<file path="config.mk">
export PLATFORM = sky130hd
export DESIGN_NAME = struct_record_packer
export DESIGN_NICKNAME = d
export VERILOG_FILES = /design/src/rtl/struct_record_packer.sv
export SDC_FILE = /design/constraint.sdc
export NUM_CORES = 1
export LEC_CHECK = 0
export ABC_AREA = 1
export BUFFER_PORTS_ARGS = -buffer_cell sky130_fd_sc_hd__buf_2
export CAP_MARGIN = 0
export CORE_ASPECT_RATIO = 1.2
export CORE_MARGIN = 3
export CORE_UTILIZATION = 52
export CTS_CLUSTER_DIAMETER = 40
export DETAILED_ROUTE_END_ITERATION = 16
export GPL_ROUTABILITY_DRIVEN = 0
export PLACE_DENSITY_LB_ADDON = 0.3
export SLEW_MARGIN = 20
export SYNTH_ARGS = -nofsm -noshare
export SYNTH_HDL_FRONTEND = slang
export SYNTH_SLANG_ARGS = --single-unit
export TNS_END_PERCENT = 10
</file>
<file path="constraint.sdc">
create_clock -name clk -period 1.5 [get_ports clk]
set_input_delay 0.3 -clock clk [delete_from_list [all_inputs] [get_ports clk]]
set_output_delay 0.3 -clock clk [all_outputs]
set_load 0.05 [all_outputs]
</file>
<file path="src/rtl/struct_record_packer.sv">
// Field-write accumulator: gathers x/y/z field commands into a shadow record
// and emits the packed record through a one-entry valid/ready output register.
module struct_record_packer #(
   parameter int X_W   = 32,
   parameter int Z_W   = 4,
   parameter int CNT_W = 8
) (
   input  logic                 clk,
   input  logic                 rst,
   input  logic                 in_valid,
   output logic                 in_ready,
   input  logic [3:0]           in_sel,
   input  logic [X_W-1:0]       in_data,
   output logic                 out_valid,
   input  logic                 out_ready,
   output logic [X_W+Z_W:0]     out_rec,
   output logic [2:0]           out_mask,
   output logic [CNT_W-1:0]     rec_count,
   output logic                 err,
   output logic [1:0]           dbg_state
);

   localparam int REC_W = X_W + 1 + Z_W;

   localparam logic [3:0] OP_X      = 4'd0;
   localparam logic [3:0] OP_Y      = 4'd1;
   localparam logic [3:0] OP_Z      = 4'd2;
   localparam logic [3:0] OP_COMMIT = 4'd3;
   localparam logic [3:0] OP_CLEAR  = 4'd4;

   typedef enum logic [1:0] {
      ST_EMPTY   = 2'd0,
      ST_PARTIAL = 2'd1,
      ST_HOLD    = 2'd2
   } state_t;

   // Handshake: a transfer happens on a rising edge where valid & ready are
   // both high; ready may depend combinationally on the downstream ready.

   logic [X_W-1:0]   x_q, x_d;
   logic             y_q, y_d;
   logic [Z_W-1:0]   z_q, z_d;
   logic [2:0]       mask_q, mask_d;
   logic             out_valid_q, out_valid_d;
   logic [REC_W-1:0] out_rec_q, out_rec_d;
   logic [2:0]       out_mask_q, out_mask_d;
   logic [CNT_W-1:0] cnt_q, cnt_d;
   logic             err_q, err_d;
   logic             accept, deliver;
   state_t           state;

   assign in_ready  = !rst && (!out_valid_q || out_ready);
   assign accept    = in_valid && in_ready;
   assign deliver   = out_valid_q && out_ready;

   assign out_valid = out_valid_q;
   assign out_rec   = out_rec_q;
   assign out_mask  = out_mask_q;
   assign rec_count = cnt_q;
   assign err       = err_q;
   assign dbg_state = state;

   // HOLD reflects the output register; EMPTY/PARTIAL reflect the dirty mask.
   always_comb begin
      state = ST_EMPTY;
      if (out_valid_q)
         state = ST_HOLD;
      else if (mask_q != 3'b000)
         state = ST_PARTIAL;
   end

   always_comb begin
      x_d         = x_q;
      y_d         = y_q;
      z_d         = z_q;
      mask_d      = mask_q;
      out_valid_d = out_valid_q;
      out_rec_d   = out_rec_q;
      out_mask_d  = out_mask_q;
      cnt_d       = cnt_q;
      err_d       = 1'b0;

      if (deliver) begin
         cnt_d       = cnt_q + CNT_W'(1);
         out_valid_d = 1'b0;
      end

      if (accept) begin
         case (in_sel)
            OP_X: begin
               x_d       = in_data;
               mask_d[2] = 1'b1;
            end
            OP_Y: begin
               y_d       = in_data[0];
               mask_d[1] = 1'b1;
            end
            OP_Z: begin
               z_d       = in_data[Z_W-1:0];
               mask_d[0] = 1'b1;
            end
            OP_COMMIT: begin
               // Shadow values stay sticky; only the dirty mask is consumed.
               if (mask_q == 3'b000) begin
                  err_d = 1'b1;
               end else begin
                  out_rec_d   = {x_q, y_q, z_q};
                  out_mask_d  = mask_q;
                  out_valid_d = 1'b1;
                  mask_d      = 3'b000;
               end
            end
            OP_CLEAR: begin
               x_d    = '0;
               y_d    = 1'b0;
               z_d    = '0;
               mask_d = 3'b000;
            end
            default: err_d = 1'b1;
         endcase
      end
   end

   always_ff @(posedge clk) begin
      if (rst) begin
         x_q         <= '0;
         y_q         <= 1'b0;
         z_q         <= '0;
         mask_q      <= 3'b000;
         out_valid_q <= 1'b0;
         out_rec_q   <= '0;
         out_mask_q  <= 3'b000;
         cnt_q       <= '0;
         err_q       <= 1'b0;
      end else begin
         x_q         <= x_d;
         y_q         <= y_d;
         z_q         <= z_d;
         mask_q      <= mask_d;
         out_valid_q <= out_valid_d;
         out_rec_q   <= out_rec_d;
         out_mask_q  <= out_mask_d;
         cnt_q       <= cnt_d;
         err_q       <= err_d;
      end
   end

endmodule

</file>
Word level (Yosys, flattened, before mapping) --
Index checks and enable logic that the tools add are counted.
Word-level totals: register bits after elaboration 90, bits of input ports 40, word-level logic and storage cells 58
Cells by class: add/sub/neg operators 1, eq/ne operators 5, mux-type cells 15, bitwise gates (word level) 2, reduce and logical (&&, ||, !) cells 24
Operators with widths (count):
- case mux 32 bit (2 select lines) | 1
- AND reduction 3 bit | 4
- nonzero test 3 bit | 4
- case mux 1 bit (3 select lines) | 3
- adder 8 x 1 -> 8 bit (second input constant) | 1
- == test 4 x 2 -> 1 bit (second input constant) | 2
- case mux 4 bit (2 select lines) | 1
- 2-to-1 mux 1 bit | 6
- AND reduction 2 bit | 3
- nonzero test 2 bit | 3
- == test 4 x 1 -> 1 bit (second input constant) | 1
- == test 4 x 3 -> 1 bit (second input constant) | 1
- logical NOT 4 bit | 1
- case mux 1 bit (2 select lines) | 2
- OR reduction 4 bit | 1
- logical AND 1 bit | 3
- logical NOT 3 bit | 1
- 2-to-1 mux 3 bit | 1
- logical NOT 1 bit | 2
- 2-to-1 mux 2 bit | 1
- != test 2 bit (second input constant) | 1
- inverter 1 bit | 2
- OR reduction 2 bit | 1
- logical OR 1 bit | 1

Depth between registers and ports, before layout --
word-level depth 6, depth in mapped cells 10, depth with buffers taken out 8

Least setup slack after synthesis --
Ideal clock, no wire load.
path type register to register, from reg out_valid_q (netlist: out_valid), to reg out_rec_q[10] (netlist: out_rec[10]), setup time 0.114 ns, data arrival time 1.559 ns, slack -0.174 ns, stages on the path, launching flop included 10, path buffers 2, clock period less this slack 1.674 ns, cells stage by stage dfxtp_1 -> nand2_1 -> nand3_4 -> nor2_4 -> nand2_2 -> inv_2 -> buf_4 -> buf_6 -> nor2_1 -> nor2_1
Between the ends: longest elaborated chain between the ends 5
Ends and longest elaborated chain:
- from (decl) | RTL line 44 | logic out_valid_q, out_valid_d;
- from (signal assigned) | RTL line 140 | out_valid_q <= out_valid_d;
- logical NOT 1 bit | RTL line 52 | assign in_ready = !rst && (!out_valid_q || out_ready);
- logical OR 1 bit | RTL line 52
- logical AND 1 bit | RTL line 52
- logical AND 1 bit | RTL line 53 | assign accept = in_valid && in_ready;
- AND reduction 3 bit (no source line)
- to (signal assigned) | RTL line 141 | out_rec_q <= out_rec_d;
- to (decl) | RTL line 45 | logic [REC_W-1:0] out_rec_q, out_rec_d;
No other way between the ends. A chain may end at the register's enable or synchronous reset.

Final worst setup path --
from reg mask_q[0], to out dbg_state[0]
Between the ends: longest elaborated chain between the ends 3
Ends and longest elaborated chain:
- from (decl) | RTL line 43 | logic [2:0] mask_q, mask_d;
- from (signal assigned) | RTL line 139 | mask_q <= mask_d;
- nonzero test 3 bit | RTL line 68 | else if (mask_q != 3'b000)
- 2-to-1 mux 1 bit | RTL line 68
- 2-to-1 mux 2 bit | RTL line 66 | if (out_valid_q)
- to (decl) | RTL line 20 | output logic [1:0] dbg_state
No other way between the ends.

==> metrics.md <==
| Metric | Value |
|---|---|
| Status | complete, no violations |
| Standard-cell rows | 32 |
| Vias/cell | 5.00 |
| Commonest non-fill, non-tap cell in the layout | nor2_1 |
| First-pass GRT wire length | 13800 um |
| Yosys warnings | 0 |
| Worst Hold Class | input pin to flip-flop |
| Die X-Extent | 82.7 um |
| Vias | 3398 |
| Worst slew margin | 76.0% |
| Hold path depth | 3 |
| CTS Root Cell | clkbuf_8 |
| Worst setup SP type | flip-flop |
| Routed Wire Length | 8490 um |
| Core Util, Final | 67.5% |
| Largest net degree at the start of global routing | 66 |
| Post-route antenna net violation count | 0 |
| Slowest CP cell | dfxtp_2 |
| Grt ovf | 0 |
| Drt drc | 0 |
| Critical-path cell list | nor3_4 > buf_6 > nor2_2 > buf_6 |
| Post-synthesis sequential area ratio | 49.1% |
| CTS sink count | 90 |
| Clk pin slew, worst setup/hold paths | 0.09 ns |
| Syn avg cell area | 7.32 um^2 |
| Worst setup margin | 0.00513 ns |
| Cts bufs inserted | 9 |
| Pwr Total | 0.00435 W |
| Most frequent cells in the layout | 116 x nor2_1, 103 x nand2_1, 90 x buf_2 |
| Fin. Hold Viols | 0 |
| VDD IR max | 659 uV |
| Skew final | 0.00723 ns |
| Crit path max fanout | 3 |
| CP Capture Type | output pin |
| GR Util met2 | 34.6% |
| Htree depth | 3 |
| Diode count | 0 |
| Share of cells above drive strength 1 | 23.4% |
| Net count, final | 631 |
| Synthesized cell area | 0.00367 mm^2 |
| Max cap viols | 0 |
| DRT iter0 DRCs | 214 |
| Antenna violations before repair | 0 |
| Dpl ws | 0.0289 ns |
| Total GRT Usage | 21.3% |
| Yosys cell types | 23 |
| Tightest Pin Transition | 0.360 ns |
| Area grow syn2layout | 22.3% |
| Post-CTS setup buffers | 0 |
| Static leakage | 2.04 nW |
| Crit share post-route | 99.7% |
| Initial cell density of the core | 55.2% |
| Max incr delay on CP | 0.35 ns |
| Full die area | 0.00810 mm^2 |
| Unrepaired setup endpoints after global routing | yes |
| Reg2reg path depth | 6 |
| Vias in the first global route | 3083 |
| CORE AREA | 0.00665 mm^2 |
| Routed length per instance | 12.5 um |
| Final Critical Period | 1.49 ns |
| Kind of critical path | flip-flop to output pin |
| Dpl hpwl | 6000 um |
| Pwr dens | 970 mW/mm^2 |
| CP most frequent cell | buf_6 |
| Final-report setup violation count | 0 |
| I/O Buffers | 92 |
| Fmax | 0.669 GHz |
| Yosys reg bits | 90 |
| Max-slew violation count | 0 |
| Initial DRT Pass Iterations | 5 |
| Worst EP required | 1.20 ns |
| Arr. time, crit path | 1.19 ns |
| CTS tree | done |
| Syn Inst Count | 501 |
| Clock Latency Late Sink | 0.35 ns |
| Synthesized Nets | 542 |
| Max clock buf depth | 2 |
| Met3 GRT Util | 3.60% |
| Ports | 93 |
| Met1 GRT Util | 27.2% |
| # hold bufs at CTS | 0 |
| Die height | 98.0 um |
| Top Usage Layer GRT | met2 |
[state kept, by name (all words and copies together), names as in the netlist]
register	flops
err	1
mask_q	3
out_mask	3
out_rec	37
out_valid	1
rec_count	8
x_q	32
y_q	1
z_q	4
[routing by layer]
| metal | up-vias | wire length [um] |
|---|---|---|
| li1 | 1770 | - |
| met1 | 1510 | 3690 |
| met2 | 104 | 4100 |
| met3 | 14 | 531 |
| met4 | 0 | 167 |
| met5 | - | 0 |
[repair_timing]
| action | in CTS | in global routing |
|---|---|---|
| pin swaps | 1 | 1 |
| gates resized for setup | 6 | 4 |
| endpoints found under the setup margin | 2 | 2 |
[metrics by stage]
stage	setup TNS [ns]	cell area, um^2	instances	hold slack (ns)
after global placement	0	4260	664	0.441
after detailed placement	0	4260	664	0.442
after global routing	-0.0843	4490	680	0.191
final	0	4490	680	0.185
after floorplan	0	3670	501	0.427
after CTS	-0.0328	4470	680	0.160
[kinds of logic after synthesis]
logic type	share of synthesized area, %
and+or+nand+nor	34.7
DFF	49.1
adders and majority gates	0.341
buffers and inverters	7.13
AOI/OAI and AO/OA	8.73
[layout make-up]
cell class	count	area (um^2)
multi-input cells	353	1620
inverters	27	104
clock inverters	5	46.3
clock buffers	11	151
well taps	85	106
flip-flops and latches	90	1810
fillers	571	2160
repair buffers	109	651
[critical path, delay by kind of cell (launching register included)]
kind / cells / cell delay [ns]
simple gates: 2 / 0.22
flops: 1 / 0.35
buf+inv: 2 / 0.26
[worst paths after layout]
check,endpoint,from,slack [ns]
max,dbg_state[0],mask_q[0],0.005
min,x_q[26],in_data[26],0.19
max reg2reg,x_q[20],out_valid,0.14
min reg2reg,x_q[0],x_q[0],0.45
[synthesized netlist by cell type]
library cell,instances,area share [%]
inv_2,2,0.20
nand3b_1,33,6.8
buf_1,1,0.10
a21oi_1,45,6.1
nand3_4,1,0.48
nand3_1,25,3.4
buf_4,3,0.61
nor2_1,117,12
inv_4,1,0.17
buf_2,12,1.6
nand2_1,103,11
nand2_2,2,0.34
nor3_1,4,0.55
o21ai_0,18,2.5
clkbuf_1,13,1.3
o21ai_1,1,0.14
nor2_4,1,0.31
ha_1,1,0.34
nor2_2,2,0.34
dfxtp_1,90,49
clkinv_1,1,0.10
buf_6,2,0.61
inv_1,23,2.4
[power breakdown]
group | leakage [nW] | internal (W) | total, W | switching (W)
Combinational | 1.21 | 0.000120 | 0.000326 | 0.000206
Sequential | 0.728 | 0.00241 | 0.00242 | 0.0000116
Clock | 0.102 | 0.000720 | 0.00160 | 0.000882
No activity file was read; power rests on OpenSTA's default activity.
